[src/rtl/wb_gpio_irq.sv]
// Wishbone B4 classic GPIO bank: per-pin direction, 2-FF synchronised and
// prescaler-debounced inputs, per-pin rising/falling edge capture with level IRQ.
module wb_gpio_irq #(
   parameter int                    GPIO_WIDTH    = 8,
   parameter int                    DEBOUNCE_BITS = 16,
   parameter logic [GPIO_WIDTH-1:0] OUT_RESET     = {GPIO_WIDTH{1'b0}}
) (
   input  logic                  wb_clk_i,
   input  logic                  wb_rst_i,
   input  logic [2:0]            wb_adr_i,
   input  logic [31:0]           wb_dat_i,
   input  logic [3:0]            wb_sel_i,
   input  logic                  wb_we_i,
   input  logic                  wb_cyc_i,
   input  logic                  wb_stb_i,
   output logic [31:0]           wb_dat_o,
   output logic                  wb_ack_o,
   input  logic [GPIO_WIDTH-1:0] gpio_i,
   output logic [GPIO_WIDTH-1:0] gpio_o,
   output logic [GPIO_WIDTH-1:0] gpio_oe_o,
   output logic                  irq_o
);

   localparam logic [2:0] ADR_DATA_OUT   = 3'd0;
   localparam logic [2:0] ADR_DIR        = 3'd1;
   localparam logic [2:0] ADR_DATA_IN    = 3'd2;
   localparam logic [2:0] ADR_IRQ_EN     = 3'd3;
   localparam logic [2:0] ADR_IRQ_STATUS = 3'd4;
   localparam logic [2:0] ADR_EDGE       = 3'd5;
   localparam logic [2:0] ADR_DB_DIV     = 3'd6;
   localparam logic [2:0] ADR_RAW_IN     = 3'd7;

   localparam logic [GPIO_WIDTH-1:0]    G_ZERO   = {GPIO_WIDTH{1'b0}};
   localparam logic [DEBOUNCE_BITS-1:0] D_ZERO   = {DEBOUNCE_BITS{1'b0}};
   localparam logic [DEBOUNCE_BITS-1:0] PRESC_ONE = DEBOUNCE_BITS'(1);

   function automatic logic [31:0] byte_mask(input logic [3:0] sel);
      return {{8{sel[3]}}, {8{sel[2]}}, {8{sel[1]}}, {8{sel[0]}}};
   endfunction

   function automatic logic [GPIO_WIDTH-1:0] merge_g(input logic [GPIO_WIDTH-1:0] old_v,
                                                    input logic [GPIO_WIDTH-1:0] new_v,
                                                    input logic [GPIO_WIDTH-1:0] mask);
      return (old_v & ~mask) | (new_v & mask);
   endfunction

   logic [GPIO_WIDTH-1:0]    data_out_r, dir_r, irq_en_r, irq_status_r, edge_r;
   logic [GPIO_WIDTH-1:0]    sync1_r, raw_in_r, raw_tick_r, data_in_r, data_in_prev_r;
   logic [DEBOUNCE_BITS-1:0] db_div_r, presc_r;
   logic                     ack_r, irq_r;
   logic [31:0]              dat_r;

   logic                     access_s, write_s, tick_s, db_wr_s, unused_s;
   logic [31:0]              wmask_s, rdata_s;
   logic [GPIO_WIDTH-1:0]    wmask_g_s, wdat_g_s, stable_s, edge_evt_s, w1c_s;
   logic [DEBOUNCE_BITS-1:0] wmask_d_s;

   assign access_s   = wb_cyc_i & wb_stb_i & ~ack_r;
   assign write_s    = access_s & wb_we_i;
   assign wmask_s    = byte_mask(wb_sel_i);
   assign wmask_g_s  = wmask_s[GPIO_WIDTH-1:0];
   assign wmask_d_s  = wmask_s[DEBOUNCE_BITS-1:0];
   assign wdat_g_s   = wb_dat_i[GPIO_WIDTH-1:0];
   assign db_wr_s    = write_s & (wb_adr_i == ADR_DB_DIV);
   assign tick_s     = (presc_r == db_div_r);
   // A pin is stable when its synchronised level matches the sample from the previous tick.
   assign stable_s   = ~(raw_in_r ^ raw_tick_r);
   assign edge_evt_s = (edge_r & data_in_r & ~data_in_prev_r) |
                       (~edge_r & ~data_in_r & data_in_prev_r);
   assign w1c_s      = (write_s && (wb_adr_i == ADR_IRQ_STATUS)) ? (wdat_g_s & wmask_g_s) : G_ZERO;
   assign unused_s   = ^{wb_dat_i, wmask_s};

   // Register read multiplexer, captured into dat_r on the acking edge.
   always_comb begin
      rdata_s = 32'd0;
      case (wb_adr_i)
         ADR_DATA_OUT:   rdata_s = 32'(data_out_r);
         ADR_DIR:        rdata_s = 32'(dir_r);
         ADR_DATA_IN:    rdata_s = 32'(data_in_r);
         ADR_IRQ_EN:     rdata_s = 32'(irq_en_r);
         ADR_IRQ_STATUS: rdata_s = 32'(irq_status_r);
         ADR_EDGE:       rdata_s = 32'(edge_r);
         ADR_DB_DIV:     rdata_s = 32'(db_div_r);
         ADR_RAW_IN:     rdata_s = 32'(raw_in_r);
         default:        rdata_s = 32'd0;
      endcase
   end

   // Bus handshake, control registers, interrupt status and registered IRQ line.
   always_ff @(posedge wb_clk_i or posedge wb_rst_i) begin
      if (wb_rst_i) begin
         ack_r        <= 1'b0;
         dat_r        <= 32'd0;
         data_out_r   <= OUT_RESET;
         dir_r        <= G_ZERO;
         irq_en_r     <= G_ZERO;
         irq_status_r <= G_ZERO;
         edge_r       <= G_ZERO;
         db_div_r     <= D_ZERO;
         irq_r        <= 1'b0;
      end else begin
         ack_r <= access_s;
         if (access_s) begin
            dat_r <= rdata_s;
         end
         if (write_s) begin
            case (wb_adr_i)
               ADR_DATA_OUT: data_out_r <= merge_g(data_out_r, wdat_g_s, wmask_g_s);
               ADR_DIR:      dir_r      <= merge_g(dir_r, wdat_g_s, wmask_g_s);
               ADR_IRQ_EN:   irq_en_r   <= merge_g(irq_en_r, wdat_g_s, wmask_g_s);
               ADR_EDGE:     edge_r     <= merge_g(edge_r, wdat_g_s, wmask_g_s);
               ADR_DB_DIV:   db_div_r   <= (db_div_r & ~wmask_d_s) |
                                           (wb_dat_i[DEBOUNCE_BITS-1:0] & wmask_d_s);
               default:      ;
            endcase
         end
         // New edges are OR'd in after the clear so a coincident event survives.
         irq_status_r <= (irq_status_r & ~w1c_s) | edge_evt_s;
         irq_r        <= |(irq_status_r & irq_en_r);
      end
   end

   // Pad synchroniser, debounce prescaler and debounced input history.
   always_ff @(posedge wb_clk_i or posedge wb_rst_i) begin
      if (wb_rst_i) begin
         sync1_r        <= G_ZERO;
         raw_in_r       <= G_ZERO;
         raw_tick_r     <= G_ZERO;
         data_in_r      <= G_ZERO;
         data_in_prev_r <= G_ZERO;
         presc_r        <= D_ZERO;
      end else begin
         sync1_r        <= gpio_i;
         raw_in_r       <= sync1_r;
         data_in_prev_r <= data_in_r;
         if (db_wr_s || tick_s) begin
            presc_r <= D_ZERO;
         end else begin
            presc_r <= presc_r + PRESC_ONE;
         end
         if (tick_s) begin
            raw_tick_r <= raw_in_r;
            data_in_r  <= (raw_in_r & stable_s) | (data_in_r & ~stable_s);
         end
      end
   end

   assign wb_ack_o  = ack_r;
   assign wb_dat_o  = dat_r;
   assign gpio_o    = data_out_r;
   assign gpio_oe_o = dir_r;
   assign irq_o     = irq_r;

endmodule

[config.mk]
export PLATFORM = sky130hd
export DESIGN_NAME = wb_gpio_irq
export DESIGN_NICKNAME = d
export VERILOG_FILES = /design/src/rtl/wb_gpio_irq.sv
export SDC_FILE = /design/constraint.sdc
export NUM_CORES = 1
export LEC_CHECK = 0
export ABC_AREA = 1
export CAP_MARGIN = 30
export CORE_ASPECT_RATIO = 0.75
export CORE_MARGIN = 2
export CORE_UTILIZATION = 58
export CTS_CLUSTER_DIAMETER = 40
export DETAILED_ROUTE_END_ITERATION = 8
export PLACE_DENSITY_LB_ADDON = 0.2
export SETUP_SLACK_MARGIN = 0.2
export SKIP_CTS_REPAIR_TIMING = 1
export SLEW_MARGIN = 20
export SYNTH_ARGS = -nofsm -noshare
export SYNTH_HDL_FRONTEND = slang
export SYNTH_SLANG_ARGS = --single-unit
[constraint.sdc]
create_clock -name wb_clk_i -period 9.4 [get_ports wb_clk_i]
set_input_delay 1.88 -clock wb_clk_i [delete_from_list [all_inputs] [get_ports wb_clk_i]]
set_output_delay 1.88 -clock wb_clk_i [all_outputs]
set_load 0.05 [all_outputs]
==> run_results.csv <==
group,metric,value,unit
outcome,status,"finished, final reports clean",
synthesis,synth_common_cells,"253 x nand2_1, 130 x dfrtp_1, 78 x inv_1, 78 x o21ai_0, 67 x nor2_1",
power_and_ir_drop,p_per_area,219,nW/um2
power_and_ir_drop,p_int,1.12,mW
cts,cts_root_buf,"clkbuf_16",
final_layout,multi_input_area,2380,um2
sta,finalMaxSlewViolations,0,
die,rows,32,
worst_setup_path,worstPathMaxFanout,9,
final_layout,seqCellArea,3250,um2
cts,clock-sinks,130,
drt,vias_per_cell,5.38,
worst_setup_path,crit_path_end_kind,"register",
sta,skew,0.00579,ns
synthesis,synth.area.top_cells,"dfrtp_1 53%, nand2_1 15%, o21ai_0 6.4%, inv_1 4.8%, nor2_1 4.1%",
worst_setup_path,worstSetupPathType,"in -> reg",
sta,clock.fmax,260,MHz
sta,setup_viol,0,
drt,wl,14700,um
synthesis,netlist.area_leader.share,53.0,%
flow_run,max_cap_viol_count,0,
die,die-area,11400,um2
sta,hold_viol,0,
final_layout,num-nets-final,862,
power_and_ir_drop,peakVddDrop,0.147,mV
worst_setup_path,crit_required,9.68,ns
power_and_ir_drop,p_sw_share,30.9,%
sta,relSlewSlack,44.0,%
synthesis,yosysMostFrequentCell,"nand2_1",
drt,dr.first_iter.drc_count,405,
power_and_ir_drop,power_frac_seq,41.1,%
sta,setup-tns-final,0,ns
synthesis,synth_edf_count,0,
worst_hold_path,hold_path.class,"reg -> reg",
placement,dp_hpwl,10500,um
synthesis,synthCells,737,
placement,gp_congestion,0.894,
cts,cts_tree,"done",
power_and_ir_drop,pwr-share-clk,40.0,%
synthesis,synth-seq-cells,130,
grt,grt_pass1_vias,4938,
power_and_ir_drop,power.switching,501,uW
final_layout,area_growth,20.4,%
final_layout,fillers,763,
grt,grt_max_degree,67,
power_and_ir_drop,power,1.62,mW
final_layout,drive_above_1_share,8.27,%
grt,grtUsageTotal,27.8,%
grt,antenna_found_initial,0,
die,start_util,59.7,%
cts,cts_buffer_depth,2,
sta,period_share,40.9,%
placement,dpl.cell_count,926,
drt,num_vias,5153,
grt,overflow,0,
worst_setup_path,start_kind,"primary input",
synthesis,syn_area,6140,um2
cts,numCtsBuffers,17,
power_and_ir_drop,p_leak,3.62,nW
synthesis,ys_warn_count,0,
die,fp.dieH,93.1,um
synthesis,yosysSeqAreaShare,53.0,%
die,pin_count,102,
die,core-area,10300,um2
final_layout,fin_cells,958,
synthesis,synth_area_leader_cell,"dfrtp_1",
drt,wl_per_cell,15.4,um
sta,rsz0062_at_grt,"false",
cts,clk_pin_slew,0.06,ns
cts,insertion_delay,0.41,ns
synthesis,synth.avg_cell_area,8.34,um2
power_and_ir_drop,comb_power_share,18.9,%
drt,drt_pre_antenna_iters,5,
sta,hold_ws,0.348,ns
grt,grt_pass1_wl,23900,um
cts,cts_max_level,4,
synthesis,synth.distinct_cells,33,
sta,worstMarginPinSlew,0.840,ns
synthesis,synth_ff_type,"dfrtp_1",
worst_setup_path,worst_ep_arrival_time,4.13,ns
placement,port_buffers,67,
drt,drc_errors,0,
sta,min_period,3.85,ns
synthesis,ys_async_sr_fraction,100,%
drt,final_antenna_net_count,0,
final_layout,insertedDiodeCount,0,
die,dieWidth,123,um
-- cell usage in the layout, fill, tap and decap left out, drive strengths merged --
cell type	instances
bufinv	2
a221oi	2
a21oi	8
o211ai	8
nand2	259
ha	1
nand3	17
clkinv	8
o21ai	89
xnor2	2
nor2	71
clkinvlp	2
buf	1
nor3	11
nand4	9
xor2	13
conb	16
inv	86
dfrtp	130
clkbuf	19
or2	1
clkdlybuf4s50	67
-- area by class of cell --
cell class	instances	area share (%)
flip-flops and latches	130	44.0
well taps	136	2.30
clock inverters	13	1.83
multi-input cells	507	32.2
inverters	85	4.41
clock buffers	19	6.12
repair buffers	68	9.16
-- final timing paths --
| check | endpoint | startpoint | slack [ns] | cells after the start |
|---|---|---|---|---|
| worst max-delay path | irq_status_r[7] | wb_adr_i[2] | 5.55 | 6 |
| worst min-delay path | raw_in_r[0] | sync1_r[0] | 0.35 | 0 |
| worst max register to register | presc_r[3] | presc_r[0] | 7.37 | 9 |
| worst min register to register | raw_in_r[0] | sync1_r[0] | 0.35 | 0 |
| max in group asynchronous | wb_dat_o[15] | wb_rst_i | 6.12 | 3 |
| min in group asynchronous | sync1_r[6] | wb_rst_i | 1.96 | 2 |
-- cells by family after synthesis --
| group | after synthesis | synth area share (%) |
|---|---|---|
| AND/OR/NAND/NOR | 368 | 25.8 |
| flip-flops | 130 | 53.0 |
| buffers and inverters | 115 | 9.17 |
| AO/OA/AOI/OAI | 107 | 9.65 |
| XOR/XNOR | 15 | 2.14 |
| adder cells (fa/ha/maj) | 1 | 0.204 |
| other | 1 | 0.0610 |
-- routing by layer --
metal | vias to the layer above | track usage, % | routed length, um
li1 | 2433 | - | -
met1 | 2471 | 38.2 | 6470
met2 | 223 | 42.7 | 6670
met3 | 26 | 7.93 | 1320
met4 | 0 | 9.58 | 282
met5 | - | 0 | 0
-- per-stage QoR --
stage          area (um2)  setup WS [ns]  util [%]
2_1_floorplan        6200           4.05         -
3_3_place_gp         6810           5.33      66.2
3_5_place_dp         6810           5.18      66.2
4_1_cts              7400           5.59      71.9
5_1_grt              7400           5.41      71.9
6_report             7400           5.55      71.9
-- power by group through the flow --
stage                     registers, mW  clock network, mW  logic (mW)
after CTS                         0.665              0.657       0.306
after global routing              0.673              0.683       0.336
after detailed placement          0.674                  0       0.301
after global placement            0.671                  0       0.292
final                             0.666              0.649       0.306
after floorplan                   0.729                  0       0.150
-- worst max-delay path: stages --
cell             delay [ns]
clkdlybuf4s50_1        0.85
inv_2                  0.12
nor3_2                 0.60
nand2_2                0.29
o21ai_0                0.26
o211ai_1               0.12
Note: power is estimated with default switching activity, not from simulation.
